`config.mk`:
```
export PLATFORM = sky130hd
export DESIGN_NAME = fpu_issue_ctrl_flat
export DESIGN_NICKNAME = d
export VERILOG_FILES = /design/src/rtl/fpu_ctrl_pkg.sv /design/src/rtl/fpu_issue_ctrl_if.sv /design/src/rtl/fpu_lat_counter.sv /design/src/rtl/fpu_issue_ctrl.sv /design/src/flat_wrapper.sv
export SDC_FILE = /design/constraint.sdc
export NUM_CORES = 1
export LEC_CHECK = 0
export BUFFER_PORTS_ARGS = -buffer_cell sky130_fd_sc_hd__buf_2
export CAP_MARGIN = 40
export CORE_ASPECT_RATIO = 1.25
export CORE_MARGIN = 3
export CORE_UTILIZATION = 53
export DETAILED_ROUTE_END_ITERATION = 16
export HOLD_SLACK_MARGIN = 0.12
export MAX_ROUTING_LAYER = met4
export PLACE_DENSITY = 0.88
export SYNTH_ARGS = -nofsm -noshare
export SYNTH_HDL_FRONTEND = slang
export SYNTH_SLANG_ARGS = --single-unit
```
`constraint.sdc`:
```
create_clock -name clk -period 3.55 [get_ports clk]
set_input_delay 0.1775 -clock clk [delete_from_list [all_inputs] [get_ports clk]]
set_output_delay 0.1775 -clock clk [all_outputs]
set_load 0.01 [all_outputs]
```
`src/rtl/fpu_ctrl_pkg.sv`:
```
// Shared types, latencies and helpers for the FPU issue controller.
package fpu_ctrl_pkg;

    localparam int unsigned CNT_W    = 5;
    localparam int unsigned DATA_W   = 32;
    localparam int unsigned FLAG_W   = 5;
    localparam int unsigned RD_W     = 5;

    localparam int unsigned LAT_ADD  = 3;
    localparam int unsigned LAT_MUL  = 4;
    localparam int unsigned LAT_FMA  = 5;
    localparam int unsigned LAT_DIV  = 12;
    localparam int unsigned LAT_SQRT = 14;
    localparam int unsigned LAT_CVT  = 2;

    typedef enum logic [2:0] {
        FC_MOVE = 3'd0,
        FC_ADD  = 3'd1,
        FC_MUL  = 3'd2,
        FC_FMA  = 3'd3,
        FC_DIV  = 3'd4,
        FC_SQRT = 3'd5,
        FC_CVT  = 3'd6,
        FC_RSVD = 3'd7
    } fpu_class_e;

    typedef enum logic [1:0] {
        IDLE = 2'd0,
        RUN  = 2'd1,
        DONE = 2'd2
    } fpu_ctrl_state_e;

    typedef struct packed {
        logic [DATA_W-1:0] data;
        logic [FLAG_W-1:0] flags;
        logic [RD_W-1:0]   rd;
        logic              regwrite;
    } fpu_result_s;

    // Cycles from launch to a valid FPU result; zero means no FPU involvement.
    function automatic logic [CNT_W-1:0] lat_of(input fpu_class_e cls);
        logic [CNT_W-1:0] lat;
        unique case (cls)
            FC_ADD:  lat = CNT_W'(LAT_ADD);
            FC_MUL:  lat = CNT_W'(LAT_MUL);
            FC_FMA:  lat = CNT_W'(LAT_FMA);
            FC_DIV:  lat = CNT_W'(LAT_DIV);
            FC_SQRT: lat = CNT_W'(LAT_SQRT);
            FC_CVT:  lat = CNT_W'(LAT_CVT);
            default: lat = '0;
        endcase
        return lat;
    endfunction

endpackage

```
`src/rtl/fpu_issue_ctrl_if.sv`:
```
// Execute-stage <-> FPU issue controller signal bundle.
interface fpu_issue_ctrl_if;
    import fpu_ctrl_pkg::*;

    logic              op_valid;
    fpu_class_e        op_class;
    logic [RD_W-1:0]   op_rd;
    logic              op_regwrite;
    logic              hold_in;
    logic              flush;
    logic [DATA_W-1:0] fpu_res;
    logic [FLAG_W-1:0] fpu_flags;

    logic              fpu_start;
    logic              stall;
    logic              busy;
    logic              res_valid;
    logic [DATA_W-1:0] res_data;
    logic [FLAG_W-1:0] res_flags;
    logic [RD_W-1:0]   res_rd;
    logic              res_regwrite;

    modport master (
        output op_valid, op_class, op_rd, op_regwrite, hold_in, flush, fpu_res, fpu_flags,
        input  fpu_start, stall, busy, res_valid, res_data, res_flags, res_rd, res_regwrite
    );

    modport slave (
        input  op_valid, op_class, op_rd, op_regwrite, hold_in, flush, fpu_res, fpu_flags,
        output fpu_start, stall, busy, res_valid, res_data, res_flags, res_rd, res_regwrite
    );

endinterface

```
`src/rtl/fpu_lat_counter.sv`:
```
// Loadable down-counter with zero detect, tracking remaining FPU latency.
module fpu_lat_counter
    import fpu_ctrl_pkg::*;
#(
    parameter int unsigned W = CNT_W
) (
    input  logic         clk,
    input  logic         Rst_n,
    input  logic         i_clr,
    input  logic         i_load,
    input  logic [W-1:0] i_load_val,
    input  logic         i_dec,
    output logic         o_zero_c
);

    logic [W-1:0] r_cnt;

    always_ff @(posedge clk or negedge Rst_n) begin
        if (!Rst_n) begin
            r_cnt <= '0;
        end else if (i_clr) begin
            r_cnt <= '0;
        end else if (i_load) begin
            r_cnt <= i_load_val;
        end else if (i_dec && (r_cnt != '0)) begin
            r_cnt <= r_cnt - W'(1);
        end
    end

    assign o_zero_c = (r_cnt == '0);

endmodule

```
`src/rtl/fpu_issue_ctrl.sv`:
```
// Launches one multi-cycle FPU op, stalls the pipeline for its latency and
// presents the captured result to EX/MEM; supports hold and flush.
module fpu_issue_ctrl
    import fpu_ctrl_pkg::*;
(
    input  logic              clk,
    input  logic              Rst_n,
    fpu_issue_ctrl_if.slave   bus
);

    fpu_ctrl_state_e  r_state;
    fpu_ctrl_state_e  w_state_nxt;
    fpu_result_s      r_res;
    logic [RD_W-1:0]  r_rd_lat;
    logic             r_wr_lat;

    logic [CNT_W-1:0] w_lat;
    logic             w_cnt_zero;
    logic             w_launch;
    logic             w_capture;
    logic             w_clear;
    logic             w_stall;

    assign w_lat = lat_of(bus.op_class);

    fpu_lat_counter #(.W(CNT_W)) u_cnt (
        .clk        (clk),
        .Rst_n      (Rst_n),
        .i_clr      (w_clear),
        .i_load     (w_launch),
        .i_load_val (w_lat - CNT_W'(1)),
        .i_dec      (r_state == RUN),
        .o_zero_c   (w_cnt_zero)
    );

    always_ff @(posedge clk or negedge Rst_n) begin
        if (!Rst_n) begin
            r_state <= IDLE;
        end else begin
            r_state <= w_state_nxt;
        end
    end

    // Flush outranks both capture and hold; DONE never relaunches the same op.
    always_comb begin
        w_state_nxt = r_state;
        w_launch    = 1'b0;
        w_capture   = 1'b0;
        w_clear     = 1'b0;
        w_stall     = 1'b0;
        unique case (r_state)
            IDLE: begin
                w_stall = bus.op_valid && (w_lat != '0);
                if (w_stall && !bus.hold_in && !bus.flush) begin
                    w_launch    = 1'b1;
                    w_state_nxt = RUN;
                end
            end
            RUN: begin
                w_stall = 1'b1;
                if (bus.flush) begin
                    w_clear     = 1'b1;
                    w_state_nxt = IDLE;
                end else if (w_cnt_zero) begin
                    w_capture   = 1'b1;
                    w_state_nxt = DONE;
                end
            end
            DONE: begin
                if (bus.flush) begin
                    w_clear     = 1'b1;
                    w_state_nxt = IDLE;
                end else if (!bus.hold_in) begin
                    w_state_nxt = IDLE;
                end
            end
            default: begin
                w_state_nxt = IDLE;
            end
        endcase
    end

    // Destination is latched at launch because ID/EX may change once DONE retires.
    always_ff @(posedge clk or negedge Rst_n) begin
        if (!Rst_n) begin
            r_rd_lat <= '0;
            r_wr_lat <= 1'b0;
            r_res    <= '0;
        end else begin
            if (w_launch) begin
                r_rd_lat <= bus.op_rd;
                r_wr_lat <= bus.op_regwrite;
            end
            if (w_capture) begin
                r_res.data     <= bus.fpu_res;
                r_res.flags    <= bus.fpu_flags;
                r_res.rd       <= r_rd_lat;
                r_res.regwrite <= r_wr_lat;
            end else if (w_clear) begin
                r_res.regwrite <= 1'b0;
            end
        end
    end

    // Combinational decodes are forced low while reset is asserted.
    assign bus.stall        = Rst_n & w_stall;
    assign bus.fpu_start    = Rst_n & w_launch;
    assign bus.busy         = (r_state != IDLE);
    assign bus.res_valid    = (r_state == DONE);
    assign bus.res_data     = r_res.data;
    assign bus.res_flags    = r_res.flags;
    assign bus.res_rd       = r_res.rd;
    assign bus.res_regwrite = r_res.regwrite;

endmodule

```
`src/flat_wrapper.sv`:
```
// flat-port wrapper written by rule: the top's interface ports become plain ports
module fpu_issue_ctrl_flat import fpu_ctrl_pkg::*;
  (clk, Rst_n, bus_op_valid, bus_op_class, bus_op_rd, bus_op_regwrite, bus_hold_in, bus_flush, bus_fpu_res, bus_fpu_flags, bus_fpu_start, bus_stall, bus_busy, bus_res_valid, bus_res_data, bus_res_flags, bus_res_rd, bus_res_regwrite);
  fpu_issue_ctrl_if bus_i ();
  input  logic clk;
  input  logic Rst_n;
  input wire logic [$bits(bus_i.op_valid)-1:0] bus_op_valid;
  input wire logic [$bits(bus_i.op_class)-1:0] bus_op_class;
  input wire logic [$bits(bus_i.op_rd)-1:0] bus_op_rd;
  input wire logic [$bits(bus_i.op_regwrite)-1:0] bus_op_regwrite;
  input wire logic [$bits(bus_i.hold_in)-1:0] bus_hold_in;
  input wire logic [$bits(bus_i.flush)-1:0] bus_flush;
  input wire logic [$bits(bus_i.fpu_res)-1:0] bus_fpu_res;
  input wire logic [$bits(bus_i.fpu_flags)-1:0] bus_fpu_flags;
  output wire logic [$bits(bus_i.fpu_start)-1:0] bus_fpu_start;
  output wire logic [$bits(bus_i.stall)-1:0] bus_stall;
  output wire logic [$bits(bus_i.busy)-1:0] bus_busy;
  output wire logic [$bits(bus_i.res_valid)-1:0] bus_res_valid;
  output wire logic [$bits(bus_i.res_data)-1:0] bus_res_data;
  output wire logic [$bits(bus_i.res_flags)-1:0] bus_res_flags;
  output wire logic [$bits(bus_i.res_rd)-1:0] bus_res_rd;
  output wire logic [$bits(bus_i.res_regwrite)-1:0] bus_res_regwrite;
  assign bus_i.op_valid = bus_op_valid;
  assign bus_i.op_class = bus_op_class;
  assign bus_i.op_rd = bus_op_rd;
  assign bus_i.op_regwrite = bus_op_regwrite;
  assign bus_i.hold_in = bus_hold_in;
  assign bus_i.flush = bus_flush;
  assign bus_i.fpu_res = bus_fpu_res;
  assign bus_i.fpu_flags = bus_fpu_flags;
  assign bus_fpu_start = bus_i.fpu_start;
  assign bus_stall = bus_i.stall;
  assign bus_busy = bus_i.busy;
  assign bus_res_valid = bus_i.res_valid;
  assign bus_res_data = bus_i.res_data;
  assign bus_res_flags = bus_i.res_flags;
  assign bus_res_rd = bus_i.res_rd;
  assign bus_res_regwrite = bus_i.res_regwrite;
  fpu_issue_ctrl u_core (.clk(clk), .Rst_n(Rst_n), .bus(bus_i));
endmodule
```
# ---- After elaboration in Yosys (flattened, before gate mapping)
# Cells that the tools add are included.
dict set report op_classes {
  bitwise 2
  n_eq_ne 11
  reduce_logical 15
  muxes 20
  addsub 2
}
# operator n
set op_table {}
lappend op_table {{case mux 4 bit (6 select lines)} 1}
lappend op_table {{two-way mux 5 bit} 3}
lappend op_table {{two-way mux 2 bit} 5}
lappend op_table {{nonzero test 5 bit} 2}
lappend op_table {{== test 3 bit, second input constant} 3}
lappend op_table {{two-way mux 1 bit} 9}
lappend op_table {{== test 3 x 2 -> 1 bit, second input constant} 2}
lappend op_table {{case mux 2 bit (3 select lines)} 1}
lappend op_table {{zero test 5 bit} 1}
lappend op_table {{subtractor 4 x 1 -> 5 bit, second input constant} 1}
lappend op_table {{subtractor 5 x 1 -> 5 bit, second input constant} 1}
lappend op_table {{logical AND 1 bit} 4}
lappend op_table {{nonzero test 2 bit} 2}
lappend op_table {{== test 3 x 1 -> 1 bit, second input constant} 1}
lappend op_table {{!= test 3 x 2 -> 1 bit, second input constant} 1}
lappend op_table {{!= test 3 bit, second input constant} 1}
lappend op_table {{AND reduction 3 bit} 1}
lappend op_table {{nonzero test 3 bit} 1}
lappend op_table {{bitwise AND 1 bit} 2}
lappend op_table {{== test 2 x 1 -> 1 bit, second input constant} 1}
lappend op_table {{== test 2 bit, second input constant} 1}
lappend op_table {{zero test 1 bit} 2}
lappend op_table {{zero test 2 bit} 1}
lappend op_table {{!= test 2 x 1 -> 1 bit, second input constant} 1}
lappend op_table {{2 further kinds} 2}
dict set report word_totals {
  reg_bits 56
  word_cells 58
  in_bits 51
  out_inout_bits 47
}

# ---- Depth between registers and ports, before layout
# Gate-level depths: netlist (run 1).
dict set report logic_depth {
  word_depth 10
  mapped_depth 10
  ltp_nobuf 10
}

# ---- By module
# From an unflattened synthesis (run 1), not the netlist that was laid out.
dict set report hier_totals {
  hier_cells 176
  area_unflattened_um2 2467.4
}
# mod n_inst seq_area_each_um2 cells_per_inst area_each_um2
set by_module_without_submodules {}
lappend by_module_without_submodules {fpu_issue_ctrl 1 1276.2 141 2115.8}
lappend by_module_without_submodules {fpu_lat_counter 1 125.1 35 351.6}

# ---- Worst setup path before layout (run 1)
# OpenSTA, ideal clock, no wires.
dict set report synth_path {
  path_kind {register to register}
  startpoint {register u_core.r_state[0]}
  endpoint {register u_core.u_cnt.r_cnt[4]}
  arrival_time_ps 2025
  n_path_buf 1
  setup_slack_ps 1393
  t_required_ps 3419
  period_less_slack_ps 2157
  stages_incl_launch_ff 11
  setup_time_ps 131
  cell_sequence {dfrtp_1 > inv_1 > ha_1 > and4bb_2 > nand3_1 > buf_2 > a21oi_1 > ha_1 > nand2_1 > o2111ai_1 > o21ai_0}
}
dict set report synth_via {
  elab_chain_len 4
  elab_cells_between_ends 10
  cone_classes {eq/ne (2); mux (4); reduce/logical (4)}
}
# element line
set synth_lines {}
lappend synth_lines {{start: declaration} fpu_issue_ctrl.sv:11} ;# fpu_ctrl_state_e r_state;
lappend synth_lines {{start signal: assignment} fpu_issue_ctrl.sv:40} ;# r_state <= w_state_nxt;
lappend synth_lines {{== test 2 bit (tied with other cells)} fpu_issue_ctrl.sv:51} ;# unique case (r_state)
lappend synth_lines {{OR reduction 2 bit (no line) or two-way mux 1 bit (tied branches)} -}
lappend synth_lines {{two-way mux 1 bit or two-way mux 5 bit (tied branches)} -}
lappend synth_lines {{nonzero test 3 bit (no line) or two-way mux 5 bit (tied branches)} -}
lappend synth_lines {{end signal: assignment} fpu_lat_counter.sv:24} ;# r_cnt <= i_load_val;
lappend synth_lines {{end signal: assignment} fpu_lat_counter.sv:26} ;# r_cnt <= r_cnt - W'(1);
lappend synth_lines {{end: declaration} fpu_lat_counter.sv:16} ;# logic [W-1:0] r_cnt;
# Several ways; a longest one is shown, not always the timed one.
# A chain may end at the register's enable or synchronous reset.

# ---- Worst setup path in the final report (run 1)
dict set report layout_path {
  startpoint {register u_core.r_state[1]}
  endpoint {register u_core.r_res (netlist bit u_core.bus.res_rd[2])}
}
dict set report layout_via {
  elab_chain_len 2
}
# element line
set layout_lines {}
lappend layout_lines {{== test 2 x 1 -> 1 bit} fpu_issue_ctrl.sv:51}
lappend layout_lines {{two-way mux 1 bit} fpu_issue_ctrl.sv:51}
lappend layout_lines {{end: declaration} fpu_issue_ctrl.sv:13} ;# fpu_result_s r_res;
# No other way between the ends.

==> results of run 1 <==
critical path, cell delays in order, from the launching register on:
cell and delay, ns:
dfrtp_1 0.40, inv_1 0.09, ha_1 0.29, or2b_2 0.34, or3_2 0.76, buf_4 0.39, mux2_4 0.34
metal layers:
| metal | vias up | GRT usage, % | wire length, microns |
|---|---|---|---|
| met5 | - | - | 0 |
| met4 | 0 | 6.57 | 93 |
| met3 | 10 | 4.62 | 366 |
| met2 | 86 | 40.9 | 3290 |
| met1 | 956 | 27.8 | 2520 |
| li1 | 942 | - | - |
layout by cell type, fill, tap and decap left out, drive strengths merged:
cell type | netlist | final
mux2i | 3 | 3
xnor2 | 3 | 3
mux2 | 48 | 48
nand3 | 3 | 3
o32a | 1 | 1
nand4 | 1 | 1
clkinvlp | 0 | 1
nor2b | 2 | 2
o2111ai | 1 | 1
or4 | 1 | 1
a31oi | 1 | 1
o211ai | 1 | 1
ha | 4 | 4
nand4bb | 1 | 1
buf | 6 | 100
a221oi | 1 | 1
nor3b | 1 | 1
nor4 | 1 | 1
inv | 5 | 6
clkbuf | 1 | 5
a311oi | 1 | 1
o21a | 4 | 4
or2b | 1 | 1
and4bb | 1 | 1
nand2 | 4 | 4
a21oi | 8 | 8
nor2 | 6 | 6
dfrtp | 56 | 56
and3 | 1 | 1
a21boi | 1 | 1
clkinv | 0 | 1
a41oi | 1 | 1
or3 | 2 | 2
o21ai | 7 | 7
nand2b | 3 | 3
dlygate4sd3 | 0 | 44
and4b | 1 | 1
power by group through the flow:
stage / Clock [mW] / Sequential, mW / Combinational, mW
after global routing: 0.405 / 1.16 / 1.27
final: 0.370 / 1.12 / 1.16
after CTS: 0.378 / 1.11 / 1.16
after detailed placement: 0 / 1.12 / 1.12
after global placement: 0 / 1.11 / 1.08
after floorplan: 0 / 1.21 / 0.638
cell families after synthesis:
| logic type | count (synthesis) | synth area share [%] |
|---|---|---|
| DFF | 56 | 52.7 |
| muxes | 51 | 26.8 |
| and+or+nand+nor | 29 | 6.68 |
| AOI/OAI and AO/OA | 27 | 6.45 |
| buffers and inverters | 12 | 4.47 |
| adders and majority gates | 4 | 1.88 |
| xor gates and xnor gates | 3 | 0.988 |
flip-flops by register name, indices dropped and copies added (netlist names):
signal                   count
u_core.r_rd_lat              5
u_core.u_cnt.r_cnt           5
u_core.bus.res_flags         5
u_core.r_state               2
u_core.bus.res_rd            5
u_core.r_wr_lat              1
u_core.bus.res_data         32
u_core.bus.res_regwrite      1
stage by stage:
step | cells | hold WS, ns
3_5_place_dp | 335 | 0.354
5_1_grt | 387 | 0.165
6_report | 387 | 0.149
3_3_place_gp | 335 | 0.347
2_1_floorplan | 182 | -0.118
4_1_cts | 387 | 0.125
cell type report:
cell class	instances	share of cell area [%]
flip-flops and latches	56	38.1
multi-input cells	114	31.0
repair buffers	144	25.8
well taps	60	2.04
clock buffers	5	1.87
clock inverters	3	0.748
inverters	5	0.510
how the worst max path moves through the flow:
stage,end,start,cells after the start
floorplan,u_core.u_cnt.r_cnt[4],u_core.r_state[0],10
global placement,u_core.bus.res_data[20],u_core.r_state[1],6
detailed placement,u_core.bus.res_rd[2],u_core.r_state[1],6
CTS,u_core.bus.res_rd[2],u_core.r_state[1],6
global route,u_core.bus.res_rd[2],u_core.r_state[1],6
finish,u_core.bus.res_rd[2],u_core.r_state[1],6
==> flow_metrics.env, run 1 <==
export IMPL_finished_cell_area_sq_um=3680
export IMPL_utilization_pct=76.7
export IMPL_timing_critical_path_from_type="flip-flop"
export IMPL_most_numerous_cell_types_in_the_synthesized_netlist="dfrtp_1 (56), mux2_4 (38), mux2_2 (10), a21oi_1 (8), o21ai_0 (7)"
export IMPL_critPathArrivalTime_ns=2.93
export IMPL_synth_top_cells_by_area="dfrtp_1 (53%), mux2_4 (21%), mux2_2 (4.2%)"
export IMPL_status="completed"
export IMPL_synthesis_warning_total=0
export IMPL_share_comb_of_total_power_pct=43.9
export IMPL_grt_start_max_net_pins=58
export IMPL_drive_gt1_share_pct=49.2
export IMPL_timing_worst_slew_pin_value_ns=0.713
export IMPL_drtAntennaViolNets=0
export IMPL_postSynthAreaPerCell_sq_um=14.6
export IMPL_setup_viol=0
export IMPL_globalplace_congestion=0.836
export IMPL_num_fill_cells=319
export IMPL_io_buffers=97
export IMPL_hold_path_class="in -> reg"
export IMPL_post_synth_top_count_cell="dfrtp_1"
export IMPL_switching_share_pct=34.1
export IMPL_synth_flop_cell="dfrtp_1"
export IMPL_hold_buffers=44
export IMPL_drt_iter0_drc=60
export IMPL_routed_wl_microns=6270
export IMPL_syn_cell_area_sq_um=2660
export IMPL_syn_nets=237
export IMPL_yosys_register_bits=56
export IMPL_hp_start="bus_flush"
export IMPL_timing_hold_worst_path_depth=2
export IMPL_timing_critical_path_required_ns=3.75
export IMPL_clock_sink_count=56
export IMPL_vdd_ir_drop_worst_mv=0.429
export IMPL_die_height_microns=85.2
export IMPL_clock_skew_final_ns=0.0114
export IMPL_layout_setup_ws_ns=0.818
export IMPL_initial_core_utilization_pct=55.4
export IMPL_dp_worst_setup_slack_ns=0.840
export IMPL_ioPinCount=98
export IMPL_rsz0062_at_grt="no"
export IMPL_p_int_mw=1.75
export IMPL_cts_max_level=2
export IMPL_tritoncts="yes"
export IMPL_floorplan_die_width_microns=69.4
export IMPL_power_mw=2.65
export IMPL_tns_ns=0
export IMPL_grt_pass1_wl_microns=10800
export IMPL_number_of_global_route_vias_before_repair=2174
export IMPL_vias=1994
export IMPL_worst_skew_pair_late_latency_ns=0.31
export IMPL_p_switching_mw=0.903
export IMPL_cts_buffer_depth=2
export IMPL_period_needed_ns=2.73
export IMPL_timing_hold_violations_final=0
export IMPL_number_of_instances_in_the_synthesized_netlist=182
export IMPL_power_frac_seq_pct=42.2
export IMPL_minimum_setup_slack_among_reg_to_reg_paths_ns=0.82
export IMPL_worstPathMaxFanout=23
export IMPL_pwr_density_cell_nw_per_um2=720
export IMPL_yosysUniqueCellTypes=37
export IMPL_antenna_found_initial=0
export IMPL_die_area_sq_um=5910
export IMPL_yosysSeqAreaShare_pct=52.7
export IMPL_clk_pin_slew_worst_paths_ns=0.11
export IMPL_drt_pass1_iter_count=4
export IMPL_maxSlewHeadroom_pct=52.5
export IMPL_multi_input_area_sq_um=1140
export IMPL_antenna_diode_count=0
export IMPL_crit_reg2reg_capture="u_core.bus.res_rd[2]"
export IMPL_number_of_gates_given_a_new_drive_strength_after_cts=0
export IMPL_cts_setup_buffers=0
export IMPL_cts_buffers_inserted=5
export IMPL_drt_drc_violations_left=0
export IMPL_worstRegToRegCells=6
export IMPL_wl_per_cell_microns=16.2
export IMPL_cellLeakagePower_nw=1.94
export IMPL_min_to="u_core.u_cnt.r_cnt[0]"
export IMPL_tot_gr_track_use_pct=23.5
export IMPL_std_cell_rows=28
export IMPL_critical_path_endpoint_type="flip-flop"
export IMPL_drv_max_cap_violation_count=0
export IMPL_synth_top_area_cell="dfrtp_1"
export IMPL_nNetsFinal=381
export IMPL_layout_area_growth_over_synthesis_pct=38.4
export IMPL_power_share_clock_pct=14.0
export IMPL_finalMaxSlewViolations=0
export IMPL_cts_root_buf="clkbuf_8"
export IMPL_fmax_mhz=366
export IMPL_synth_async_sr_flop_share_pct=100
export IMPL_seqCellArea_sq_um=1400
export IMPL_r2r_start="u_core.r_state[1]"
export IMPL_dpl_cell_area_sq_um=3140
export IMPL_critical_path_class="reg -> reg"
export IMPL_core_region_area_sq_um=4800
export IMPL_period_share_pct=77.0
export IMPL_synth_top_area_share_pct=52.7
export IMPL_grt_remaining_overflow=0
export IMPL_hpwlAfterDp_microns=3770
export IMPL_routed_via_density=5.15
export IMPL_synth_edff_count=0
Power figures use the tool's default switching activity.
==> run 2: changes to the inputs <==
- CORE_UTILIZATION: 53 -> 44
- PLACE_DENSITY: 0.88 -> 0.78
- clock period: 3.55 -> 2.4 ns (I/O delays scaled with it)
==> run 2 against run 1 <==
  * Non-clock buffer count increased by 2
  * Final area increased by 0.88%
  * Utilization decreased by 13 points
  * Clock power increased by 41%
  * Total power increased by 48%
  * Die area increased by 19%
  * Sequential share of layout area decreased by 0.33 points
  * Critical path type unchanged
  * Largest power group unchanged
  * Highest routed layer unchanged
==> flow_metrics.env, run 2 (synthesized netlist as in run 1, its figures left out) <==
export IMPL_period_needed_ns=2.24
export IMPL_clock_skew_final_ns=0.0124
export IMPL_cts_buffers_inserted=5
export IMPL_grt_remaining_overflow=0
export IMPL_layout_area_growth_over_synthesis_pct=39.6
export IMPL_critical_path_endpoint_type="flip-flop"
export IMPL_rsz0062_at_grt="no"
export IMPL_clock_sink_count=56
export IMPL_io_buffers=97
export IMPL_maxSlewHeadroom_pct=55.1
export IMPL_ioPinCount=98
export IMPL_timing_worst_slew_pin_value_ns=0.674
export IMPL_timing_critical_path_required_ns=2.59
export IMPL_core_region_area_sq_um=5820
export IMPL_critPathArrivalTime_ns=2.43
export IMPL_routed_via_density=5.09
export IMPL_timing_critical_path_from_type="flip-flop"
export IMPL_grt_pass1_wl_microns=10000
export IMPL_period_share_pct=93.2
export IMPL_timing_hold_violations_final=0
export IMPL_drt_iter0_drc=41
export IMPL_holdWs_ns=0.174
export IMPL_grt_start_max_net_pins=57
export IMPL_layout_common_cells="buf_2 (97), dfrtp_1 (56), dlygate4sd3_1 (45)"
export IMPL_tot_gr_track_use_pct=19.1
export IMPL_status="completed"
export IMPL_pwr_density_cell_nw_per_um2=1060
export IMPL_finalMaxSlewViolations=0
export IMPL_vdd_ir_drop_worst_mv=0.359
export IMPL_cts_root_buf="clkbuf_8"
export IMPL_worstPathMaxFanout=11
export IMPL_drt_drc_violations_left=0
export IMPL_antenna_found_initial=0
export IMPL_die_area_sq_um=7020
export IMPL_seqCellArea_sq_um=1400
export IMPL_utilization_pct=63.8
export IMPL_routed_wl_microns=6530
export IMPL_fmax_mhz=447
export IMPL_multi_input_area_sq_um=1140
export IMPL_drive_gt1_share_pct=49.2
export IMPL_largest_register_ffs=32
export IMPL_critical_path_class="reg -> reg"
export IMPL_std_cell_rows=31
export IMPL_wl_per_cell_microns=16.5
export IMPL_die_height_microns=92.9
export IMPL_clk_pin_slew_worst_paths_ns=0.09
export IMPL_setup_viol=0
export IMPL_globalplace_congestion=0.915
export IMPL_floorplan_die_width_microns=75.5
export IMPL_num_fill_cells=422
export IMPL_layout_cells_most_common="buf_2"
export IMPL_hold_path_class="in -> reg"
export IMPL_number_of_global_route_vias_before_repair=2057
export IMPL_cellLeakagePower_nw=1.95
export IMPL_antenna_diode_count=0
export IMPL_tns_ns=0
export IMPL_drtAntennaViolNets=0
export IMPL_drt_pass1_iter_count=4
export IMPL_cts_buffer_depth=2
export IMPL_hpwlAfterDp_microns=4070
export IMPL_cts_max_level=2
export IMPL_initial_core_utilization_pct=45.7
export IMPL_worst_skew_pair_late_latency_ns=0.31
export IMPL_tritoncts="yes"
export IMPL_drv_max_cap_violation_count=0
export IMPL_vias=2012
export IMPL_nNetsFinal=383
## run 2: cell types whose count changed in the layout (fill, tap and decap cells not counted), sizes merged
cell	before	now
dlygate4sd3	44	45
clkinv	1	2
buf	100	101
clkinvlp	1	0
## run 2: path summary, 6_finish.rpt
| kind | endpoint | cells after the start | slack, ns | startpoint |
|---|---|---|---|---|
| min in group asynchronous | u_core.bus.res_data[7] | 3 | 0.54 | Rst_n |
| hold / removal | u_core.u_cnt.r_cnt[3] | 3 | 0.17 | bus_op_class[2] |
| setup / recovery | u_core.bus.res_rd[2] | 6 | 0.16 | u_core.r_state[1] |
| hold reg to reg | u_core.bus.res_rd[0] | 1 | 0.50 | u_core.r_rd_lat[0] |
| setup reg to reg | u_core.bus.res_rd[2] | 6 | 0.16 | u_core.r_state[1] |
| max in group asynchronous | u_core.u_cnt.r_cnt[0] | 3 | 1.40 | Rst_n |
## run 2: repair_timing
item                                   CTS  global route
endpoints found under the hold margin  100             0
buffers inserted                         0             0
hold buffers                            45             0
gates resized for setup                  0             0
## run 2: metal layers
metal | track usage (%) | vias to the layer above | share of wire, %
li1 | - | 947 | -
met1 | 22.0 | 986 | 41
met2 | 32.8 | 70 | 51
met3 | 3.91 | 9 | 6.2
met4 | 5.54 | 0 | 1.5
met5 | - | - | 0
## run 2: layout make-up
type                            instances  area share [%]
Timing Repair Buffer                  146            26.4
Inverter                                5           0.506
Multi-Input combinational cell        114            30.7
Clock inverter                          3           0.607
Sequential cell                        56            37.7
Clock buffer                            5            1.85
Tap cell                               66            2.22
## run 2: report_power, final
| part | total (mW) | switching (mW) | internal [mW] |
|---|---|---|---|
| clock | 0.520 | 0.310 | 0.210 |
| combinational | 1.74 | 0.749 | 0.991 |
| sequential | 1.67 | 0.291 | 1.38 |
## run 2: stage by stage
stage / power (mW) / cell area [sq um] / cells / setup slack [ns]
after global placement: 3.25 / 3170 / 342 / 0.244
after detailed placement: 3.32 / 3170 / 342 / 0.174
final: 3.93 / 3710 / 395 / 0.162
after global routing: 4.19 / 3710 / 395 / 0.0133
after CTS: 3.90 / 3710 / 395 / 0.165
after floorplan: 2.73 / 2660 / 182 / 0.243
## run 2: critical path, cell delays in order, from the launching register on
cell and delay, ns:
dfrtp_1 0.40, inv_1 0.10, ha_1 0.29, or2b_2 0.33, or3_2 0.46, buf_4 0.23, mux2_4 0.31
